### config.mk
export PLATFORM = sky130hd
export DESIGN_NAME = moore_step_counter
export DESIGN_NICKNAME = d
export VERILOG_FILES = /design/src/rtl/moore_step_pkg.sv /design/src/rtl/step_tick_gen.sv /design/src/rtl/moore_step_counter.sv
export SDC_FILE = /design/constraint.sdc
export NUM_CORES = 1
export LEC_CHECK = 0
export ABC_AREA = 1
export CAP_MARGIN = 20
export CORE_MARGIN = 4
export CORE_UTILIZATION = 35
export CTS_CLUSTER_SIZE = 28
export DETAILED_ROUTE_END_ITERATION = 10
export PLACE_DENSITY_LB_ADDON = 0.1
export RECOVER_POWER = 100
export SLEW_MARGIN = 20
export SYNTH_ARGS = -nofsm -noshare
export SYNTH_HDL_FRONTEND = slang
export SYNTH_HIERARCHICAL = 1
export SYNTH_SLANG_ARGS = --single-unit
### constraint.sdc
create_clock -name clock -period 3.4 [get_ports clock]
set_input_delay 1.02 -clock clock [delete_from_list [all_inputs] [get_ports clock]]
set_output_delay 1.02 -clock clock [all_outputs]
set_load 0.05 [all_outputs]
### src/rtl/moore_step_pkg.sv
// Shared encodings for the Moore step counter: step modes and
// active-low seven-segment glyphs ({g,f,e,d,c,b,a}).
package moore_step_pkg;

  typedef enum logic [1:0] {
    MODE_UP   = 2'b00,
    MODE_DOWN = 2'b01,
    MODE_SAT  = 2'b10,
    MODE_HOLD = 2'b11
  } step_mode_e;

  localparam logic [6:0] SEG_BLANK = 7'b1111111;

  // Hex glyphs 0..F in index order.
  localparam logic [6:0] SEG_PATTERNS [16] = '{
    7'b1000000, 7'b1111001, 7'b0100100, 7'b0110000,
    7'b0011001, 7'b0010010, 7'b0000010, 7'b1111000,
    7'b0000000, 7'b0010000, 7'b0001000, 7'b0000011,
    7'b1000110, 7'b0100001, 7'b0000110, 7'b0001110
  };

endpackage

### src/rtl/step_tick_gen.sv
// Clock-enable divider: emits a registered one-cycle tick every TICK_DIV
// clocks so the counter never needs a derived clock.
module step_tick_gen #(
  parameter int TICK_DIV = 25000000
) (
  input  logic clock,
  input  logic reset,
  output logic tick
);

  localparam int            CW   = (TICK_DIV > 1) ? $clog2(TICK_DIV) : 1;
  localparam logic [CW-1:0] LAST = CW'(TICK_DIV - 1);

  logic [CW-1:0] count;

  // NOTE: sequential state uses non-blocking assignments so every flop
  // samples pre-edge values; blocking here would create order-dependent races.
  always_ff @(posedge clock) begin
    if (!reset) begin
      count <= '0;
      tick  <= 1'b0;
    end else if (count == LAST) begin
      count <= '0;
      tick  <= 1'b1;
    end else begin
      count <= count + CW'(1);
      tick  <= 1'b0;
    end
  end

endmodule

### src/rtl/moore_step_counter.sv
// Modulo-NUM_STATES step counter advanced by a divided tick, with run-time
// mode, synchronous clamped load, wrap pulse and a seven-segment decode.
module moore_step_counter
  import moore_step_pkg::*;
#(
  parameter  int NUM_STATES = 6,
  parameter  int TICK_DIV   = 25000000,
  localparam int W          = $clog2(NUM_STATES)
) (
  input  logic         clock,
  input  logic         reset,
  input  logic [1:0]   mode,
  input  logic         load,
  input  logic [W-1:0] load_val,
  output logic [W-1:0] state,
  output logic [6:0]   seg,
  output logic         tick,
  output logic         wrap
);

  localparam logic [W:0] LAST = (W + 1)'(NUM_STATES - 1);

  logic [W:0] state_x;
  logic [3:0] digit;

  // One extra bit keeps +1 from overflowing when NUM_STATES is a power of two.
  assign state_x = {1'b0, state};
  assign digit   = 4'(state);

  step_tick_gen #(
    .TICK_DIV (TICK_DIV)
  ) u_tick (
    .clock (clock),
    .reset (reset),
    .tick  (tick)
  );

  always_ff @(posedge clock) begin
    if (!reset) begin
      state <= '0;
      wrap  <= 1'b0;
    end else if (load) begin
      state <= ({1'b0, load_val} > LAST) ? W'(LAST) : load_val;
      wrap  <= 1'b0;
    end else if (tick) begin
      wrap <= 1'b0;
      case (step_mode_e'(mode))
        MODE_UP: begin
          if (state_x == LAST) begin
            state <= '0;
            wrap  <= 1'b1;
          end else begin
            state <= W'(state_x + (W + 1)'(1));
          end
        end
        MODE_DOWN: begin
          if (state_x == '0) begin
            state <= W'(LAST);
            wrap  <= 1'b1;
          end else begin
            state <= W'(state_x - (W + 1)'(1));
          end
        end
        MODE_SAT: begin
          if (state_x < LAST) state <= W'(state_x + (W + 1)'(1));
        end
        MODE_HOLD: state <= state;
      endcase
    end else begin
      wrap <= 1'b0;
    end
  end

  // NOTE: the default assignment first guarantees seg is driven on every
  // path, so no latch is inferred.
  always_comb begin
    seg = SEG_BLANK;
    if (state_x <= LAST) seg = SEG_PATTERNS[digit];
  end

endmodule

======== After elaboration in Yosys (flattened, before gate mapping) ========
Memory sizes are Yosys's and may differ from the RTL's.
Cells that the tools add are included.
word-level totals
  bits in read-only memories .............. 112
  bits of input ports ..................... 8
  output and inout bits ................... 12
  register bits after elaboration ......... 30
  memories ................................ 1
  word-level logic and storage cells ...... 42
memories
  memory            words  width  read ports  clocked after Yosys merged registers in  wr ports  line                      source
  (name not given)  16     7      1           0                                        0         moore_step_counter.sv:78  if (state_x <= LAST) seg = SEG_PATTERNS[digit];
cells by class
  $lt $le $gt $ge ......................... 4
  equal/unequal tests ..................... 7
  reductions and logical operators ........ 6
  $add $sub $neg .......................... 3
  bitwise gates (word level) .............. 3
  muxes and demuxes ....................... 14
operators with widths
  operator                                              number
  adder 25 x 1 -> 25 bit, second input constant         1
  == test 25 bit, second input constant                 1
  two-way mux 7 bit                                     3
  two-way mux 3 bit                                     6
  case mux 3 bit (3 select lines)                       1
  >= comparator 5 bit, second input constant            1
  NOT 3 -> 5 bit                                        1
  == test 2 bit, second input constant                  2
  zero test 4 bit                                       1
  adder 3 x 1 -> 3 bit, second input constant           1
  == test 3 bit, second input constant                  1
  greater-than comparator 3 bit, second input constant  1
  <= comparator 3 bit, second input constant            1
  < comparator 3 bit, second input constant             1
  two-way mux 1 bit                                     3
  inequality test 3 bit, second input constant          1
  AND reduction 3 bit                                   1
  OR reduction 3 bit                                    1
  subtractor 3 x 1 -> 3 bit, second input constant      1
  == test 2 x 1 -> 1 bit, second input constant         1
  zero test 2 bit                                       1
  inequality test 2 bit, second input constant          1
  NOT 1 bit                                             2
  case mux 1 bit (2 select lines)                       1
  2 further kinds                                       2

======== Longest topological paths before layout ========
Gate-level depths: netlist of the first run.
  word-level depth ........................ 5
  gate-level depth with buffers ........... 11
  depth with buffers taken out ............ 11

======== Hierarchy ========
The synthesis of the first run kept the hierarchy.
by module, submodules not included
  module              sequential area each (µm²)  times used  cells each  area each (µm²)
  step_tick_gen       520.5                       1           214         1385.1
  moore_step_counter  80.1                        1           97          585.6

======== Least setup slack after synthesis of the first run ========
Ideal clock, no wire load.
  path kind ............................... register -> output
  start ................................... register state[1]
  end ..................................... output port seg[3]
  path buffers ............................ 0
  data arrival time ....................... 2.304 ns
  stages on the path, launching flop included .. 4
  path slack .............................. 0.076 ns
  cell sequence ........................... dfxtp_1 -> inv_1 -> ha_1 -> o21ai_0
between the ends
  cells in the longest elaborated chain, start to end .. 5
RTL lines
  element                                                line                      source
  start, declared                                        moore_step_counter.sv:15  output logic [W-1:0] state,
  start signal, assigned                                 moore_step_counter.sv:43  state <= ({1'b0, load_val} > LAST) ? W'(LAST) : load_val;
  start signal, assigned                                 moore_step_counter.sv:53  state <= W'(state_x + (W + 1)'(1));
  start signal, assigned                                 moore_step_counter.sv:58  state <= W'(LAST);
  NOT 3 -> 5 bit (not written as such)                   moore_step_counter.sv:78
  memory read (16 x 7 bit)                               --
  two-way mux 7 bit (not written as such) (2 in series)  moore_step_counter.sv:78
  two-way mux 7 bit (*)                                  moore_step_counter.sv:78
  end, declared                                          moore_step_counter.sv:16  output logic [6:0] seg,
Mark *: on every way between the ends. The rest lies on a longest branch, timed or not. The select of a mux whose other input is x is not followed.

======== Worst setup path after layout of the first run ========
  start ................................... register state[1]
  end ..................................... output port seg[1]
The elaborated chain is that of the path after synthesis.

==> insert_results.sql, run 1 <==
INSERT INTO impl_metrics (metric_group, metric, value, unit) VALUES
('power', 'power.leakage', '0.928', 'nW'),
('yosys', 'synth.top_cells.by_area', 'dfxtp_1 30%, nand2_1 17%, nor2_1 10%', ''),
('cts', 'cts_inserted_buffers', '5', ''),
('cts', 'cts_sinks', '30', ''),
('grt', 'first_pass_grt_wire_length', '7.92', 'mm'),
('route', 'routed-via-count', '1843', ''),
('cts', 'path_clk_slew', '0.06', 'ns'),
('worst_setup_path', 'r2r-start', 'u_tick/count[0]$_SDFF_PP0_', ''),
('worst_setup_path', 'timing.rr.end', 'u_tick/count[23]$_SDFF_PP0_', ''),
('placement', 'dp_hpwl', '3.35', 'mm'),
('power', 'power.combinational.fraction', '17.0', '%'),
('timing', 'final.period_utilization', '96.7', '%'),
('grt', 'first_global_vias', '1774', ''),
('worst_setup_path', 'worst-setup-path-type', 'reg -> out', ''),
('placement', 'io_buffer_count', '19', ''),
('placement', 'dpl_cell_area', '0.00221', 'mm2'),
('cts', 'cts_resized', '0', ''),
('final_layout', 'antenna_cells', '0', ''),
('timing', 'slew_headroom', '41.9', '%'),
('timing', 'rsz0062_at_grt', 'no', ''),
('grt', 'global_route.overflow_total', '0', ''),
('timing', 'skew', '0.00705', 'ns'),
('route', 'drc', '0', ''),
('cts', 'cts_tree', 'yes', ''),
('yosys', 'synth_top_area_share', '30.5', '%'),
('timing', 'hold-worst-slack', '0.450', 'ns'),
('worst_setup_path', 'r2r_slack', '1.45', 'ns'),
('worst_setup_path', 'slowest_stage', 'clkdlybuf4s50_1', ''),
('placement', 'globalplace.congestion', '0.826', ''),
('route', 'detail_route.first_pass.iterations', '4', ''),
('yosys', 'synth_cell_types', '22', ''),
('yosys', 'yosysTopAreaCell', 'dfxtp_1', ''),
('yosys', 'synth-seq-cells', '30', ''),
('timing', 'drv_slew', '0', ''),
('flow_run', 'drv_cap', '0', ''),
('yosys', 'synthXorXnorAreaFrac', '3.56', '%'),
('timing', 'setup_ws', '0.114', 'ns'),
('yosys', 'yosys.area_share.adder', '6.98', '%'),
('floorplan', 'io_pins', '20', ''),
('worst_setup_path', 'cp_cell_sequence', 'inv_1 -> ha_1 -> nand2_4 -> nand3_1 -> nand2_1 -> clkdlybuf4s50_1', ''),
('cts', 'htree_levels', '2', ''),
('floorplan', 'design.die.area', '0.00689', 'mm2'),
('power', 'power_frac_seq', '48.0', '%'),
('power', 'power.share.switching', '29.8', '%'),
('yosys', 'mappedNetlistNets', '330', ''),
('grt', 'gr-usage-all-layers', '13.8', '%'),
('route', 'detail-route-antenna-nets', '0', ''),
('cts', 'clk-insertion-delay-late', '0.28', 'ns'),
('outcome', 'status', 'complete, no violations', ''),
('floorplan', 'placement_rows', '27', ''),
('timing', 'timing.final.setup_violations', '0', ''),
('power', 'p_int', '0.000532', 'W'),
('min_path', 'hold_class', 'reg -> reg', ''),
('route', 'routed_via_density', '4.54', ''),
('cts', 'cts.root.buffer_cell', 'clkbuf_8', ''),
('cts', 'holdBufCountCts', '0', ''),
('cts', 'cts-root-to-sink-buffers', '2', ''),
('worst_setup_path', 'worst-endpoint-required', '2.38', 'ns'),
('floorplan', 'core_area', '0.00547', 'mm2'),
('final_layout', 'final_layout_size_suffix_gt1_share', '6.59', '%'),
('grt', 'antenna_violations_before_repair', '0', ''),
('timing', 'finalSetupTns', '0', 'ns'),
('floorplan', 'die_w', '83.0', 'um'),
('route', 'initialDrtViolationCount', '91', ''),
('yosys', 'synth.yosys.seq_area_share', '30.5', '%'),
('timing', 'clock.fmax', '304', 'MHz'),
('worst_setup_path', 'critPathCaptureType', 'output pin', ''),
('yosys', 'synthSimpleGateAreaFrac', '42.5', '%'),
('worst_setup_path', 'cp.arrival', '2.27', 'ns'),
('timing', 'max_slew.worst_pin.slew', '0.870', 'ns'),
('timing', 'hold_violations', '0', '');
-- power by group through the flow --
stage	sequential (W)	combinational, W	clock, W
6_report	0.000364	0.000129	0.000265
5_1_grt	0.000365	0.000142	0.000301
4_1_cts	0.000364	0.000141	0.000284
3_5_place_dp	0.000372	0.000140	0
3_3_place_gp	0.000372	0.000141	0
2_1_floorplan	0.000377	0.0000930	0
-- critical path: cells and delay by family (launching register included) --
| kind | cells | cell delay, ns |
|---|---|---|
| flip-flops | 1 | 0.39 |
| buffers and inverters | 2 | 0.93 |
| adder cells (fa/ha/maj) | 1 | 0.27 |
| AND/OR/NAND/NOR | 3 | 0.39 |
-- kinds of logic (layout without fill, tap and decap cells) --
logic type	count (synthesis)	count (layout)
simple gates	191	191
compound gates	25	25
fa+ha+maj	11	11
flops	30	30
xor+xnor	8	8
buf+inv	46	69
-- cells in the final DEF, fill, tap and decap left out, drive strengths merged, types with 8 or more instances in the layout --
cell and n:
a21oi 15, inv 43, nand2 98, o21ai 10
nand3 28, ha 11, dlygate4sd3 8, dfxtp 30
clkbuf 10, nor2 60
-- layer usage --
layer | GRT usage (%) | vias up | wire [um]
li1 | - | 1002 | -
met1 | 19.2 | 810 | 2290
met2 | 21.0 | 26 | 1850
met3 | 3.17 | 5 | 148
met4 | 4.46 | 0 | 48
met5 | 0 | - | 0
-- sequential cells by signal (all words and copies together) (netlist names) --
register	count
u_tick/tick	1
u_tick/count	25
state	3
wrap	1
-- metrics by stage --
stage / power, W / util [%]
after global placement: 0.000513 / 40.4
after detailed placement: 0.000512 / 40.4
after floorplan: 0.000470 / -
after CTS: 0.000789 / 41.9
final: 0.000759 / 41.2
after global routing: 0.000809 / 41.2
-- worst max path at each step --
stage	slack, ns	endpoint	from	cells past startpoint
final	0.11	seg[1]	state[1]$_SDFFE_PN0P_	6
after global routing	0.009	seg[1]	state[1]$_SDFFE_PN0P_	6
after CTS	0.03	seg[6]	state[1]$_SDFFE_PN0P_	6
after detailed placement	0.35	seg[6]	state[1]$_SDFFE_PN0P_	6
after global placement	0.39	seg[6]	state[1]$_SDFFE_PN0P_	6
after floorplan	0.08	seg[3]	state[1]$_SDFFE_PN0P_	3
-- Yosys cell counts --
master and number:
nand3_2 1, nand2_4 3, nand4_1 3, dfxtp_1 30, buf_6 3, nand2_2 4, ha_1 11, a21oi_1 15
xnor2_1 6, o21ai_0 8, nand3_1 27, xor2_1 2, nand2_1 91, inv_6 1, inv_2 1, o21ai_1 2
nor2_1 54, nor3_1 1, inv_1 41, nor2_4 4, nor3b_1 1, nor2_2 2
-- final cells by class --
type	count	area (um2)
Inverter	43	166
Clock inverter	2	10.0
Timing Repair Buffer	19	159
Fill cell	625	3220
Multi-Input combinational cell	235	1160
Clock buffer	5	68.8
Tap cell	72	90.1
Sequential cell	30	601
Note: power is estimated with default switching activity, not from simulation.
==> run 2: changes to the inputs <==
--- a/config.mk
+++ b/config.mk
@@ -7,7 +7,7 @@
 export LEC_CHECK = 0
 export ABC_AREA = 1
 export CAP_MARGIN = 20
-export CORE_MARGIN = 4
+export CORE_MARGIN = 5
 export CORE_UTILIZATION = 35
 export CTS_CLUSTER_SIZE = 28
 export DETAILED_ROUTE_END_ITERATION = 10
@@ -18,3 +18,4 @@
 export SYNTH_HDL_FRONTEND = slang
 export SYNTH_HIERARCHICAL = 1
 export SYNTH_SLANG_ARGS = --single-unit
+export TNS_END_PERCENT = 100
==> run 2 against run 1 <==
Clock-buffer cell count is the same. Worst setup slack improved by 0.19 ns. Non-clock buffer count stayed put. Critical path depth rose by 2. Design area rose by 1.1%. Via count fell by 0.38%. Utilization up 0.43 points. Critical path type unchanged. Largest cell class unchanged. Highest routed layer unchanged.
==> insert_results.sql, run 2 (synthesized netlist as in run 1, its figures left out) <==
INSERT INTO impl_metrics (metric_group, metric, value, unit) VALUES
('timing', 'rsz0062_at_grt', 'no', ''),
('final_layout', 'layout_top_registers', 'u_tick/count x25, state x3', ''),
('timing', 'fin_crit', '3.10', 'ns'),
('timing', 'hold_violations', '0', ''),
('power', 'ir_drop', '0.000179', 'V'),
('final_layout', 'filler_cell_count', '640', ''),
('cts', 'holdBufCountCts', '0', ''),
('final_layout', 'final_layout_size_suffix_gt1_share', '6.87', '%'),
('placement', 'dp_hpwl', '3.40', 'mm'),
('timing', 'drv_slew', '0', ''),
('cts', 'path_clk_slew', '0.07', 'ns'),
('final_layout', 'largest_register_ffs', '25', ''),
('final_layout', 'layout_common_cells', '92 x nand2_1, 54 x nor2_1, 41 x inv_1', ''),
('timing', 'skew', '0.00653', 'ns'),
('final_layout', 'area_delta_synth_final', '15.7', '%'),
('route', 'wire_per_inst', '10.9', 'um'),
('timing', 'clock.fmax', '323', 'MHz'),
('cts', 'cts_inserted_buffers', '5', ''),
('grt', 'gr-usage-all-layers', '13.4', '%'),
('route', 'routed-via-count', '1836', ''),
('cts', 'htree_levels', '2', ''),
('route', 'routed_wl', '4.45', 'mm'),
('cts', 'cts_tree', 'yes', ''),
('route', 'routed_via_density', '4.51', ''),
('cts', 'cts-root-to-sink-buffers', '2', ''),
('worst_setup_path', 'critPathCaptureType', 'output pin', ''),
('placement', 'globalplace.congestion', '0.875', ''),
('floorplan', 'placement_rows', '27', ''),
('outcome', 'status', 'complete, no violations', ''),
('cts', 'cts_resized', '0', ''),
('placement', 'io_buffer_count', '19', ''),
('grt', 'antenna_violations_before_repair', '0', ''),
('grt', 'first_pass_grt_wire_length', '8.05', 'mm'),
('worst_setup_path', 'worst-setup-path-type', 'reg -> out', ''),
('cts', 'cts_sinks', '30', ''),
('route', 'detail_route.first_pass.iterations', '4', ''),
('cts', 'post_cts_buffers', '0', ''),
('timing', 'slew_headroom', '37.6', '%'),
('floorplan', 'die_w', '85.0', 'um'),
('min_path', 'worstHoldPathCells', '1', ''),
('timing', 'timing.final.setup_violations', '0', ''),
('worst_setup_path', 'reg2reg_depth', '8', ''),
('min_path', 'hold_class', 'reg -> reg', ''),
('worst_setup_path', 'cp_max_fo', '5', ''),
('floorplan', 'initial_cell_density_of_the_core', '36.0', '%'),
('cts', 'cts.root.buffer_cell', 'clkbuf_8', ''),
('route', 'detail-route-antenna-nets', '0', ''),
('flow_run', 'drv_cap', '0', ''),
('final_layout', 'finish.instance_area', '0.00228', 'mm2'),
('final_layout', 'top_register', 'u_tick/count', ''),
('cts', 'clk-insertion-delay-late', '0.28', 'ns'),
('final_layout', 'layout_commonest_cell', 'nand2_1', ''),
('floorplan', 'design.die.area', '0.00723', 'mm2'),
('placement', 'dpl_cell_area', '0.00221', 'mm2'),
('worst_setup_path', 'worstSetupStartpointType', 'register', ''),
('power', 'power.leakage', '0.940', 'nW'),
('route', 'drc', '0', ''),
('timing', 'final.period_utilization', '91.2', '%'),
('final_layout', 'antenna_cells', '0', ''),
('grt', 'grt_start_max_net_pins', '26', ''),
('worst_setup_path', 'cp.arrival', '2.08', 'ns'),
('floorplan', 'io_pins', '20', ''),
('floorplan', 'core_area', '0.00547', 'mm2'),
('final_layout', 'final_net_count', '353', ''),
('final_layout', 'register_area', '601', 'um2'),
('final_layout', 'combined_area_of_the_multi_input_logic_cells', '0.00116', 'mm2'),
('route', 'initialDrtViolationCount', '85', ''),
('timing', 'max_slew.worst_pin.slew', '0.934', 'ns'),
('grt', 'global_route.overflow_total', '0', ''),
('grt', 'first_global_vias', '1835', ''),
('floorplan', 'floorplan.die.height', '85.0', 'um'),
('worst_setup_path', 'worst-endpoint-required', '2.38', 'ns'),
('timing', 'finalSetupTns', '0', 'ns'),
('power', 'power.density', '372', 'mW/mm2');
[run 2: critical path: stages (launching register included)]
cell	delay (ns)
dfxtp_1	0.40
inv_1	0.14
ha_1	0.27
nand2_4	0.10
nand3_1	0.18
nand2_1	0.12
inv_1	0.05
o21ai_0	0.06
clkbuf_1	0.49
[run 2: per-layer routing]
layer  vias up  share of wire (%)  track usage, %  wire [um]
li1       1007                  -               -          -
met1       807                 53            18.5       2360
met2        20                 43            20.4       1900
met3         2                3.7            3.30        164
met4         0               0.43            4.46         19
met5         -                  0               0          0
[run 2: per-stage QoR]
step | utilization [%] | total power [W] | hold slack [ns] | instances | setup WS, ns
3_3_place_gp | 40.4 | 0.000513 | 0.436 | 399 | 0.392
3_5_place_dp | 40.4 | 0.000513 | 0.437 | 399 | 0.325
2_1_floorplan | - | 0.000470 | 0.417 | 311 | 0.0761
5_1_grt | 41.7 | 0.000892 | 0.485 | 407 | 0.152
4_1_cts | 42.4 | 0.000876 | 0.453 | 407 | 0.0109
6_report | 41.7 | 0.000847 | 0.446 | 407 | 0.301
[run 2: final cells by class]
type / instances / share of cell area, %
clock buffers: 5 / 3.02
clock inverters: 3 / 1.76
inverters: 43 / 7.30
multi-input cells: 235 / 51.0
flip-flops and latches: 30 / 26.3
well taps: 72 / 3.95
repair buffers: 19 / 6.69
[run 2: final timing paths]
path / from / endpoint / slack (ns)
max reg2reg: u_tick/count[0]$_SDFF_PP0_ / u_tick/count[12]$_SDFF_PP0_ / 1.42
max: state[1]$_SDFFE_PN0P_ / seg[3] / 0.30
min reg2reg: u_tick/count[0]$_SDFF_PP0_ / u_tick/count[0]$_SDFF_PP0_ / 0.45
min: u_tick/count[0]$_SDFF_PP0_ / u_tick/count[0]$_SDFF_PP0_ / 0.45
[run 2: report_power, final]
group | internal, W | switching [W] | total (W) | leakage, nW
Clock | 0.000215 | 0.000139 | 0.000354 | 0.0579
Combinational | 0.0000372 | 0.0000921 | 0.000129 | 0.640
Sequential | 0.000357 | 0.00000737 | 0.000364 | 0.243
